<file path="src/rtl/pal_cfg_pkg.sv">
// Shared types and helpers for the PAL configuration loader.
package pal_cfg_pkg;

  typedef enum logic [2:0] {
    ST_IDLE,
    ST_FETCH,
    ST_SHIFT_LO,
    ST_SHIFT_HI,
    ST_APPLY_LO,
    ST_APPLY_HI,
    ST_DONE
  } state_e;

  // CRC-8 generator x^8 + x^2 + x + 1 (implicit x^8 term)
  localparam logic [7:0] CRC_POLY = 8'h07;

  // Chain length: two input-plane columns per stage plus the output plane
  function automatic int unsigned cfg_bits(input int unsigned n, input int unsigned m,
                                           input int unsigned p);
    return 2 * n * p + p * m;
  endfunction

  // One serial CRC-8 step, data taken MSB-first
  function automatic logic [7:0] crc8_step(input logic [7:0] crc, input logic din);
    logic fb;
    fb = crc[7] ^ din;
    return {crc[6:0], 1'b0} ^ (fb ? CRC_POLY : 8'h00);
  endfunction

endpackage

</file>
<file path="src/rtl/pal_cfg_clkgen.sv">
// Half-period timer: while run_i is high, tick_o pulses on the last cycle of
// every HALF_PER-cycle phase. Dropping run_i restarts the phase.
module pal_cfg_clkgen #(
  parameter int unsigned HALF_PER = 2
) (
  input  logic clk,
  input  logic rst_n,
  input  logic run_i,
  output logic tick_o
);

  localparam int unsigned CW = $clog2(HALF_PER + 1);

  logic [CW-1:0] cnt_q, cnt_d;

  assign tick_o = run_i && (cnt_q == CW'(HALF_PER - 1));

  // Count up within a phase; restart after a tick or while idle
  always_comb begin
    cnt_d = '0;
    if (run_i && !tick_o) cnt_d = cnt_q + CW'(1);
  end

  // Phase counter register
  always_ff @(posedge clk or negedge rst_n) begin
    if (!rst_n) cnt_q <= '0;
    else        cnt_q <= cnt_d;
  end

endmodule

</file>
<file path="src/rtl/pal_cfg_loader.sv">
// PAL serial configuration streamer: takes CFG_BITS bits as bytes over
// valid/ready, shifts them MSB-first on cfg_clk, then pulses cfg_clk once
// with cfg_en high to apply the chain.
// Optional: define PAL_CFG_LOADER_CRC_EN to add a crc[7:0] output (CRC-8 over
// the shifted bits, stable from the done pulse until the next start).
module pal_cfg_loader
  import pal_cfg_pkg::*;
#(
  parameter int unsigned N        = 8,
  parameter int unsigned M        = 5,
  parameter int unsigned P        = 11,
  parameter int unsigned CFG_BITS = cfg_bits(N, M, P),
  parameter int unsigned HALF_PER = 2
) (
  input  logic       clk,
  input  logic       rst_n,
  input  logic       start,
  input  logic       abort,
  input  logic       in_valid,
  output logic       in_ready,
  input  logic [7:0] in_data,
  output logic       cfg_bit,
  output logic       cfg_clk,
  output logic       cfg_en,
  output logic       busy,
  output logic       done
`ifdef PAL_CFG_LOADER_CRC_EN
  ,
  output logic [7:0] crc
`endif
);

  localparam int unsigned BW = $clog2(CFG_BITS + 1);

  state_e        state_q, state_d;
  logic [7:0]    shreg_q, shreg_d;
  logic [BW-1:0] sent_q, sent_d;
  logic [3:0]    nib_q, nib_d;
  logic [BW-1:0] remain;
  logic          run, tick, hs;

  logic in_ready_q, in_ready_d;
  logic cfg_bit_q, cfg_bit_d;
  logic cfg_clk_q, cfg_clk_d;
  logic cfg_en_q, cfg_en_d;
  logic busy_q, busy_d;
  logic done_q, done_d;

  assign run = (state_q == ST_SHIFT_LO) || (state_q == ST_SHIFT_HI) ||
               (state_q == ST_APPLY_LO) || (state_q == ST_APPLY_HI);
  assign hs  = in_valid && in_ready_q;

  pal_cfg_clkgen #(.HALF_PER(HALF_PER)) u_clkgen (
    .clk    (clk),
    .rst_n  (rst_n),
    .run_i  (run),
    .tick_o (tick)
  );

  // Next-state logic for the FSM and the bit/byte counters
  always_comb begin
    state_d = state_q;
    shreg_d = shreg_q;
    sent_d  = sent_q;
    nib_d   = nib_q;
    remain  = BW'(CFG_BITS) - sent_q;
    unique case (state_q)
      ST_IDLE: if (start) begin
        state_d = ST_FETCH;
        sent_d  = '0;
      end
      ST_FETCH: if (hs) begin
        shreg_d = in_data;
        nib_d   = (remain >= BW'(8)) ? 4'd8 : remain[3:0];
        state_d = ST_SHIFT_LO;
      end
      ST_SHIFT_LO: if (tick) state_d = ST_SHIFT_HI;
      ST_SHIFT_HI: if (tick) begin
        shreg_d = {shreg_q[6:0], 1'b0};
        sent_d  = sent_q + BW'(1);
        nib_d   = nib_q - 4'd1;
        if (sent_d == BW'(CFG_BITS)) state_d = ST_APPLY_LO;
        else if (nib_d == 4'd0)      state_d = ST_FETCH;
        else                         state_d = ST_SHIFT_LO;
      end
      ST_APPLY_LO: if (tick) state_d = ST_APPLY_HI;
      ST_APPLY_HI: if (tick) state_d = ST_DONE;
      ST_DONE:     state_d = ST_IDLE;
      default:     state_d = ST_IDLE;
    endcase
    if (abort) state_d = ST_IDLE;
  end

  // Registered outputs are decoded from the next state so they line up with it;
  // cfg_bit changes only when entering SHIFT_LO and is held through SHIFT_HI/FETCH
  always_comb begin
    in_ready_d = (state_d == ST_FETCH);
    cfg_clk_d  = (state_d == ST_SHIFT_HI) || (state_d == ST_APPLY_HI);
    cfg_en_d   = (state_d == ST_APPLY_LO) || (state_d == ST_APPLY_HI);
    busy_d     = (state_d != ST_IDLE);
    done_d     = (state_d == ST_DONE);
    cfg_bit_d  = 1'b0;
    if (state_d == ST_SHIFT_LO) cfg_bit_d = shreg_d[7];
    else if ((state_d == ST_SHIFT_HI) || (state_d == ST_FETCH)) cfg_bit_d = cfg_bit_q;
  end

  // State, datapath and output registers
  always_ff @(posedge clk or negedge rst_n) begin
    if (!rst_n) begin
      state_q    <= ST_IDLE;
      shreg_q    <= '0;
      sent_q     <= '0;
      nib_q      <= '0;
      in_ready_q <= 1'b0;
      cfg_bit_q  <= 1'b0;
      cfg_clk_q  <= 1'b0;
      cfg_en_q   <= 1'b0;
      busy_q     <= 1'b0;
      done_q     <= 1'b0;
    end else begin
      state_q    <= state_d;
      shreg_q    <= shreg_d;
      sent_q     <= sent_d;
      nib_q      <= nib_d;
      in_ready_q <= in_ready_d;
      cfg_bit_q  <= cfg_bit_d;
      cfg_clk_q  <= cfg_clk_d;
      cfg_en_q   <= cfg_en_d;
      busy_q     <= busy_d;
      done_q     <= done_d;
    end
  end

  assign in_ready = in_ready_q;
  assign cfg_bit  = cfg_bit_q;
  assign cfg_clk  = cfg_clk_q;
  assign cfg_en   = cfg_en_q;
  assign busy     = busy_q;
  assign done     = done_q;

`ifdef PAL_CFG_LOADER_CRC_EN
  logic [7:0] crc_q, crc_d;

  // CRC cleared on start, advanced with each bit as it leaves SHIFT_HI
  always_comb begin
    crc_d = crc_q;
    if ((state_q == ST_IDLE) && start)      crc_d = '0;
    else if ((state_q == ST_SHIFT_HI) && tick) crc_d = crc8_step(crc_q, shreg_q[7]);
  end

  // CRC register
  always_ff @(posedge clk or negedge rst_n) begin
    if (!rst_n) crc_q <= '0;
    else        crc_q <= crc_d;
  end

  assign crc = crc_q;
`endif

endmodule

</file>
<file path="config.mk">
export PLATFORM = sky130hd
export DESIGN_NAME = pal_cfg_loader
export DESIGN_NICKNAME = d
export VERILOG_FILES = /design/src/rtl/pal_cfg_pkg.sv /design/src/rtl/pal_cfg_clkgen.sv /design/src/rtl/pal_cfg_loader.sv
export SDC_FILE = /design/constraint.sdc
export NUM_CORES = 1
export LEC_CHECK = 0
export BUFFER_PORTS_ARGS = -buffer_cell sky130_fd_sc_hd__buf_2
export CORE_ASPECT_RATIO = 0.75
export CORE_MARGIN = 5
export CORE_UTILIZATION = 50
export CTS_CLUSTER_SIZE = 8
export DETAILED_ROUTE_END_ITERATION = 16
export PLACE_DENSITY_LB_ADDON = 0.3
export REMOVE_ABC_BUFFERS = 1
export SLEW_MARGIN = 5
export SYNTH_ARGS = -nofsm -noshare
export SYNTH_HDL_FRONTEND = slang
export SYNTH_HIERARCHICAL = 1
export SYNTH_SLANG_ARGS = --single-unit
</file>
<file path="constraint.sdc">
create_clock -name clk -period 7.51 [get_ports clk]
set_clock_uncertainty 0.15 [all_clocks]
set_input_delay 1.502 -clock clk [delete_from_list [all_inputs] [get_ports clk]]
set_output_delay 1.502 -clock clk [all_outputs]
set_load 0.005 [all_outputs]
</file>
Word level (Yosys, flattened, before mapping)

Index checks and enable logic that the tools add are counted.

$add $sub $neg: 4
Multipliers: 0
Divide/modulo/power cells: 0
Order comparisons: 1
Equal/unequal tests: 17
Shift-type cells: 0
Muxes and demuxes: 23
Bitwise logic cells: 0
Reduce and logical (&&, ||, !) cells: 17

Operators with widths:

| cell                                                                   | count |
|---|---|
| 8-bit two-way mux                                                      | 4 |
| 8-bit case mux with 2 select lines                                     | 2 |
| 3-bit two-way mux                                                      | 8 |
| 3-bit case mux with 6 select lines                                     | 1 |
| 3-bit == test (second input constant)                                  | 5 |
| 3-bit by 2-bit == test with 1-bit output (second input constant)       | 4 |
| 4-bit two-way mux                                                      | 3 |
| 8-bit by 1-bit adder with 8-bit output (second input constant)         | 1 |
| 8-bit == test (second input constant)                                  | 1 |
| 8-bit by 4-bit >= comparator with 1-bit output (second input constant) | 1 |
| 4-bit case mux with 2 select lines                                     | 1 |
| 8-bit subtractor (first input constant)                                | 1 |
| 3-bit by 1-bit == test with 1-bit output (second input constant)       | 2 |
| 1-bit logical OR                                                       | 6 |
| 2-bit != test (second input constant)                                  | 3 |
| 3-bit AND reduction                                                    | 2 |
| 4-bit zero test                                                        | 1 |
| 2-bit two-way mux                                                      | 2 |
| 2-bit nonzero test                                                     | 2 |
| 4-bit by 1-bit subtractor with 4-bit output (second input constant)    | 1 |
| 1-bit logical AND                                                      | 3 |
| 3-bit zero test                                                        | 1 |
| 3-bit nonzero test                                                     | 1 |
| 2-bit by 1-bit adder with 2-bit output (second input constant)         | 1 |
| other kinds (4)                                                        | 5 |

Register bits after elaboration: 31
Bits in latches: 0
Bits in writable memories: 0
Bits in read-only memories: 0
Bits of input ports: 13
Output and inout bits: 6
Word-level logic and storage cells: 74
Memories kept: 0

Logic depth before layout (Yosys ltp)

Gate-level depths: netlist of the first run.

Depth after elaboration: 12
Mapped depth: 12
Mapped depth without buffers: 11

Cells and area by module

The synthesis of the first run kept the hierarchy.

By module, submodules not included:

| module         | times used | cells an instance | area an instance (um^2) | seq. area each (um^2) |
|---|---|---|---|---|
| pal_cfg_loader | 1          | 187               | 1774.2                  | 725.7 |
| pal_cfg_clkgen | 1          | 7                 | 97.6                    | 50.0 |

Worst setup path before layout of the first run

OpenSTA, ideal clock, no wires.

Kind: input -> register
Start point: input port in_valid
End point: register cfg_clk_q (netlist: cfg_clk)
Library setup time: 0.078 ns
Arrival time: 2.623 ns
Data required time: 7.282 ns
Slack: 4.659 ns
Stages on the path: 6
Path buffers: 0
Cells stage by stage: nand2_1 o21ai_1 nand2_1 o21ai_0 or3b_1 a21oi_1

Word-level cells in the longest chain between the ends: 6
Elaborated cells between the ends (all ways): 7
Classes of those cells: 2 x eq/ne; 3 x mux; 2 x reduce/logical

Ends and longest elaborated chain:

| element                                                                   | line                  | source |
|---|---|---|
| from (decl)                                                               | pal_cfg_loader.sv:19  | `input logic in_valid,` |
| 1-bit logical AND *                                                       | pal_cfg_loader.sv:51  | `assign hs = in_valid && in_ready_q;` |
| 3-bit two-way mux *                                                       | pal_cfg_loader.sv:72  | `ST_FETCH: if (hs) begin` |
| 3-bit case mux with 6 select lines *                                      | pal_cfg_loader.sv:67  | `unique case (state_q)` |
| 3-bit two-way mux *                                                       | pal_cfg_loader.sv:91  | `if (abort) state_d = ST_IDLE;` |
| 3-bit by 2-bit == test with 1-bit output or 3-bit == test (tied branches) | pal_cfg_loader.sv:98  | `cfg_clk_d = (state_d == ST_SHIFT_HI) \|\| (state_d == ST_APPLY_HI);` |
| 1-bit logical OR *                                                        | pal_cfg_loader.sv:98  |  |
| net cfg_clk_d                                                             | pal_cfg_loader.sv:44  | `logic cfg_clk_q, cfg_clk_d;` |
| to (signal assigned)                                                      | pal_cfg_loader.sv:127 | `cfg_clk_q <= cfg_clk_d;` |
| to (decl)                                                                 | pal_cfg_loader.sv:44  |  |

The timed path passes the listed nets; every way through them passes the cells marked *.
A chain may end at the register's enable or synchronous reset.

Worst setup path in the final report of the first run

Start point: input port in_valid
End point: register cfg_bit_q (netlist: cfg_bit)

Elaborated cells between the ends (all ways): 12
Classes of those cells: 4 x eq/ne; 6 x mux; 2 x reduce/logical

RTL lines:

| element                            | line                  | source |
|---|---|---|
| 1-bit logical AND                  | pal_cfg_loader.sv:51  |  |
| 8-bit two-way mux                  | pal_cfg_loader.sv:72  |  |
| 8-bit case mux with 2 select lines | pal_cfg_loader.sv:67  |  |
| net shreg_d[7]                     | pal_cfg_loader.sv:36  | `logic [7:0] shreg_q, shreg_d;` |
| 1-bit two-way mux                  | pal_cfg_loader.sv:103 | `if (state_d == ST_SHIFT_LO) cfg_bit_d = shreg_d[7];` |
| to (signal assigned)               | pal_cfg_loader.sv:126 | `cfg_bit_q <= cfg_bit_d;` |
| to (decl)                          | pal_cfg_loader.sv:43  | `logic cfg_bit_q, cfg_bit_d;` |

The timed path passes the listed nets, and every way through them passes these cells. The select of a mux whose other input is x is not followed.

==> metrics.md, run 1 <==
| Metric | Value |
|---|---|
| WL per Instance | `14.0 um` |
| Initial antenna violation count | `0` |
| Post-route DRC | `0` |
| Crit path time final | `between 2 and 3 ns` |
| Buf/Inv on CP | `1` |
| Post-detail-place hpwl | `~2.7 mm` |
| CP Max Fanout | `8` |
| DR pass1 iterations | `4` |
| CTS resizes | `0` |
| Nets@finish | `around 240` |
| CTS clock-pin slew for the worst setup and hold paths | `~0.060 ns` |
| Syn avg cell area | `slightly below 10 um2` |
| Via count | `approximately 1400` |
| DIE HEIGHT | `63.0 um` |
| Synth Warn # | `6` |
| Worst setup EP type | `flop` |
| DRT iter0 DRCs | `between 90 and 100` |
| Largest net degree at the start of global routing | `32` |
| Area Overhead vs Synth | `12.4%` |
| # IOs | `19` |
| Pwr Density | `about 210 nW/um2` |
| Synthesized cell area | `around 1900 um2` |
| Outcome | `finished, final reports clean` |
| Top cells by count, synth | `dfrtp_1 (31), nand2_1 (21), nor2_1 (20)` |
| Layout cell share with drive strength beyond 1 | `0.187` |
| Die W | `between 80 and 90 um` |
| Reg2Reg Depth | `10` |
| Cell mode on critical path | `nand2_1` |
| Final RePlAce weighted congestion | `~0.83` |
| CTS Buf Count | `5` |
| RR Endpoint | `cfg_clk` |
| Startpoint Class | `input port` |
| Total GRT Usage | `0.165` |
| Worst-case hold slack | `approximately 0.30 ns` |
| Antenna Cells | `0` |
| Sequential-to-total area share from yosys stat | `0.414` |
| Number of port buffers | `18` |
| Fmax | `roughly 340 MHz` |
| Critical Path Sink | `cfg_bit` |
| Pleak | `about 0.00098 uW` |
| Crit path from | `in_valid` |
| RSZ-0062 raised after global routing | `no` |
| Internal reg-to-reg setup slack | `about 4.8 ns` |
| Drt total wl | `about 3.7 mm` |
| Hold Startpoint | `u_clkgen/cnt_q[0]` |
| Crit-path leading delay family | `simple AND/OR/NAND/NOR gates` |
| Data arrival, critical path | `~3 ns` |
| Core ar. | `between 3000 and 4000 um2` |
| Synth area leader | `dfrtp_1` |
| First-pass GRT wire length | `approximately 6.6 mm` |
| Worst hold path class | `flop to flop` |
| Slew margin rel. | `0.462` |
| Critical R2R Launch | `state_q[1]` |
| Share of async-settable or async-resettable flops after synthesis | `1.00` |
| Worst Max-Slew Pin Slew | `0.800 ns` |
| # rows | `19` |
| Global route overflow | `0` |
| Critical path depth in cells | `7` |
| Clock buffer depth | `2` |
| CTS Hold Bufs | `0` |
| Crit path cell chain | `buf_2, nand2_1, nor3_1, a22oi_1, nand2_1, nand3_2, a211oi_2` |
| Max-slew violations | `0` |
| Yosys reg bits | `31` |
| Class of the most critical setup path | `input port to flop` |
| Design Power | `438 uW` |
| Final cycle utilization of the critical path | `0.389` |
| Root Driver | `clkbuf_8` |
| CTS tree | `yes` |
| Vias in the first global route | `1433` |
| EDFF count, synth | `0` |
| Final setup vio count | `0` |
| Syn Inst Count | `roughly 190` |
| CTS H-tree depth | `2` |
| Clk Latency, worst-skew pair | `0.28 ns` |
| CP max stage cell | `nor3_1` |
| Post-route antenna net violation count | `0` |
| Max VDD drop | `0.128 mV` |
| Most instantiated library cell after synthesis | `dfrtp_1` |
| Initial core utilization | `0.515` |
| Main synth FF type | `dfrtp_1` |
| CTS sink count | `31` |
| Worst path max stage delay | `between 0.6 and 0.7 ns` |
| Netlist cell types | `44` |
| WP data required | `~7.6 ns` |
| Synth top area share | `0.414` |
| Final core utilization | `0.579` |
| Min-Delay Path Depth | `1` |
| Post-CTS setup repair buffer count | `0` |
| TNS Setup | `0 ns` |
| Routed vias/inst | `5.42` |
| Top cells by area, synth | `dfrtp_1 (41%), ha_1 (6.7%), nand2_1 (4.2%)` |
| Final hold vios | `0` |
| Number of max-cap violations | `0` |
| Die Area | `5080 um2` |
[report_power, final]
part / switching (uW) / total (uW) / leakage, uW / internal (uW)
registers: 19.0 / 214 / 0.000409 / 195
clock network: 59.3 / 143 / 0.0000515 / 83.5
logic: 43.7 / 81.6 / 0.000521 / 38.0
total: 122 / 438 / 0.000981 / 316
[flip-flops by register name, summed over array words and instances, names as in the netlist, 2 cells and up]
signal          cells
u_clkgen/cnt_q      2
nib_q               4
state_q             3
sent_q              8
shreg_q             8
[worst reg2reg max path: stages, from the launching register on]
cell,delay [ns]
dfrtp_1,0.57
inv_1,0.11
ha_1,0.31
inv_1,0.08
and2_1,0.24
nand2_1,0.07
o21ai_1,0.07
nand2_1,0.06
o21ai_0,0.47
or3b_1,0.40
a21oi_1,0.13
[worst min path at each step]
stage | endpoint | slack (ns)
final | u_clkgen/cnt_q[0] | 0.30
after global routing | u_clkgen/cnt_q[0] | 0.34
after CTS | u_clkgen/cnt_q[0] | 0.31
after detailed placement | u_clkgen/cnt_q[0] | 0.29
after global placement | u_clkgen/cnt_q[0] | 0.30
after floorplan | u_clkgen/cnt_q[0] | 0.28
[cell usage in the layout (no fill, tap or decap), types with 3 or more instances in the layout]
master / synthesis / layout
dfrtp_1: 31 / 31
nand2_1: 21 / 21
nor2_1: 20 / 20
buf_2: 0 / 18
inv_1: 17 / 17
o21ai_0: 14 / 14
ha_1: 10 / 10
nand3_1: 8 / 8
clkbuf_8: 0 / 7
a21oi_1: 6 / 6
a222oi_1: 6 / 6
xnor2_1: 5 / 5
xor2_1: 4 / 4
nand3b_1: 3 / 3
[routing by layer]
metal,up-vias,GRT usage,wire length [um]
li1,721,-,-
met1,689,0.225,1770
met2,24,0.249,1700
met3,7,0.0533,192
met4,0,0.0485,50
met5,-,0,0
[cells by family after synthesis]
logic type / after synthesis / synth area share
buffers and inverters: 23 / 0.0461
xor gates and xnor gates: 10 / 0.0568
and+or+nand+nor: 74 / 0.218
adders and majority gates: 10 / 0.0668
DFF: 31 / 0.414
AOI/OAI and AO/OA: 46 / 0.198
[cell type report]
class | count | area (um2)
inverters | 17 | 63.8
repair buffers | 18 | 90.1
clock buffers | 8 | 100
multi-input cells | 140 | 1010
flip-flops and latches | 31 | 776
well taps | 52 | 65.1
fillers | 315 | 1530
[per-stage QoR]
stage	area [um2]	instances	setup WS (ns)
6_report	2100	266	4.59
5_1_grt	2100	266	4.46
4_1_cts	2100	266	4.59
3_5_place_dp	2000	258	4.30
3_3_place_gp	2000	258	4.38
2_1_floorplan	1850	188	4.66
(Power assumes the default switching activity.)
==> inputs of run 2 (changes only) <==
clock period = 2.9 ns   (was 7.51 ns; I/O delays follow)
==> run 2 against run 1 <==
  * Die area did not move
  * Register-to-register slack got worse by 4.4 ns
  * Largest cell class unchanged
  * Critical endpoint unchanged
  * Critical path depth rose by 1
  * Sequential power rose to 2.6 times the previous value
  * Count of clock-buffer cells in the layout fell by 3
  * Worst setup slack got worse by 4.2 ns
==> metrics.md, run 2 (synthesized netlist as in run 1, its figures left out) <==
| Metric | Value |
|---|---|
| WP data required | `2.95 ns (-4.60 ns)` |
| Vias in the first global route | `1425 (-0.56%)` |
| Die Area | `5080 um2 (unchanged)` |
| Max-slew violations | `0 (unchanged)` |
| Die W | `80.7 um (unchanged)` |
| CTS tree | `yes` |
| Design Power | `1280 uW (+190%)` |
| Crit path time final | `approximately 2.6 ns` |
| Outcome | `finished, final reports clean` |
| CTS Hold Bufs | `0 (unchanged)` |
| Crit path cell chain | `ha_1, nand4_4, or3b_1, a21oi_2, o2111ai_4, a21oi_4, nand3_2, a211oi_2` |
| RSZ-0062 raised after global routing | `no` |
| CTS resizes | `0 (unchanged)` |
| Initial core utilization | `0.515 (unchanged)` |
| Crit-path leading delay family | `compound AO/OA/AOI/OAI gates` |
| Drt total wl | `3.77 mm (+1.6%)` |
| Core ar. | `3640 um2 (unchanged)` |
| Top flop regs | `sent_q: 8 flops, shreg_q: 8 flops, nib_q: 4 flops` |
| Post-Layout Cell Count | `272 (+2.3%)` |
| Final cycle utilization of the critical path | `0.880` |
| Post-detail-place hpwl | `2.68 mm (-0.65%)` |
| Pwr Density | `586 nW/um2 (+180%)` |
| Fmax | `392 MHz` |
| DR pass1 iterations | `4 (unchanged)` |
| Routed vias/inst | `5.32 (-1.7%)` |
| Final core utilization | `0.601 (+0.0224)` |
| Internal reg-to-reg setup slack | `0.35 ns (-4.42 ns)` |
| Nets@finish | `242 (+2.5%)` |
| Worst setup EP type | `flop` |
| CP Max Fanout | `9 (+1)` |
| Class of the most critical setup path | `flop to flop` |
| Critical path depth in cells | `8 (+1)` |
| Clock buffer depth | `2 (unchanged)` |
| Worst-case hold slack | `0.186 ns (-0.116 ns)` |
| DP Cell Count | `264 (+2.3%)` |
| Initial antenna violation count | `0 (unchanged)` |
| Worst Max-Slew Pin Slew | `0.686 ns (-0.114 ns)` |
| DRT iter0 DRCs | `93 (-3.1%)` |
| Final setup vio count | `0 (unchanged)` |
| Number of port buffers | `18 (unchanged)` |
| CP max stage cell | `dfrtp_1` |
| TNS Setup | `0 ns (unchanged)` |
| First-pass GRT wire length | `6.66 mm (+0.62%)` |
| # IOs | `19 (unchanged)` |
| Post-CTS setup repair buffer count | `0 (unchanged)` |
| DIE HEIGHT | `63.0 um (unchanged)` |
| Multi-input gate area | `1010 um2 (unchanged)` |
| # rows | `19 (unchanged)` |
| Via count | `1448 (+0.49%)` |
| Reg2Reg Depth | `8 (-2)` |
| Antenna Cells | `0 (unchanged)` |
| Total GRT Usage | `0.170 (+0.00550)` |
| CTS clock-pin slew for the worst setup and hold paths | `0.07 ns (about the same)` |
| Worst hold path class | `input port to async pin` |
| Reg area | `776 um2 (unchanged)` |
| Buf/Inv on CP | `0 (-1)` |
| Number of max-cap violations | `0 (unchanged)` |
| CTS Buf Count | `5 (unchanged)` |
| Final hold vios | `0 (unchanged)` |
| Largest net degree at the start of global routing | `32 (unchanged)` |
| Startpoint Class | `flop` |
| Max VDD drop | `0.366 mV (+190%)` |
| Root Driver | `clkbuf_8` |
| Post-route DRC | `0 (unchanged)` |
| Leading cell type in the layout, fill and taps excluded | `dfrtp_1` |
| Commonest non-fill, non-tap cells in the layout | `dfrtp_1 (31), nand2_1 (21), nor2_1 (20)` |
| Worst path max stage delay | `0.50 ns (-0.16 ns)` |
| WL per Instance | `13.9 um (-0.63%)` |
| Post-route antenna net violation count | `0 (unchanged)` |
| CTS H-tree depth | `2 (unchanged)` |
| Clk Latency, worst-skew pair | `0.28 ns (about the same)` |
| CTS sink count | `31 (unchanged)` |
| Pleak | `0.00103 uW (+4.5%)` |
| Layout cell share with drive strength beyond 1 | `0.214 (+0.0267)` |
| Fillers | `320 (+1.6%)` |
| Final RePlAce weighted congestion | `0.828 (about the same)` |
| Area Overhead vs Synth | `16.8%` |
| Global route overflow | `0 (unchanged)` |
| Data arrival, critical path | `2.60 ns (-0.37 ns)` |
| Slew margin rel. | `0.543 (+0.0801)` |
-- run 2: changes by cell type in the layout (fill, tap and decap cells not counted), sizes merged --
cell	change
clkinvlp	+1
bufinv	+2
clkbuf	-3
buf	+6
-- run 2: path summary, 6_finish.rpt --
path                                        start                 to
worst max-delay path                    sent_q[4]            cfg_bit
worst min-delay path                        rst_n         shreg_q[1]
worst min register to register  u_clkgen/cnt_q[0]  u_clkgen/cnt_q[0]
min in group clk                u_clkgen/cnt_q[0]  u_clkgen/cnt_q[0]
max in group asynchronous                   rst_n         state_q[0]
worst max register to register          sent_q[4]            cfg_bit
-- run 2: power by group --
part,switching [uW],total [uW],internal [uW]
combinational,115,216,101
sequential,45.7,550,504
clock,173,515,343
total,333,1280,948
-- run 2: metrics by stage --
stage | setup slack (ns) | area [um2]
6_report | 0.349 | 2190
5_1_grt | 0.191 | 2190
4_1_cts | 0.334 | 2190
3_5_place_dp | 0.379 | 2050
3_3_place_gp | 0.462 | 2050
2_1_floorplan | 0.472 | 1850
-- run 2: per-layer routing --
metal / vias up / GRT usage / share of wire
li1: 730 / - / -
met2: 28 / 0.259 / 0.46
met3: 5 / 0.0504 / 0.051
met5: - / 0 / 0
met1: 685 / 0.236 / 0.48
met4: 0 / 0.0443 / 0.0087
-- run 2: area by class of cell --
type	instances	area share
repair buffers	24	0.0618
flip-flops and latches	31	0.355
well taps	52	0.0298
clock buffers	5	0.0315
multi-input cells	140	0.462
clock inverters	3	0.0309
inverters	17	0.0292
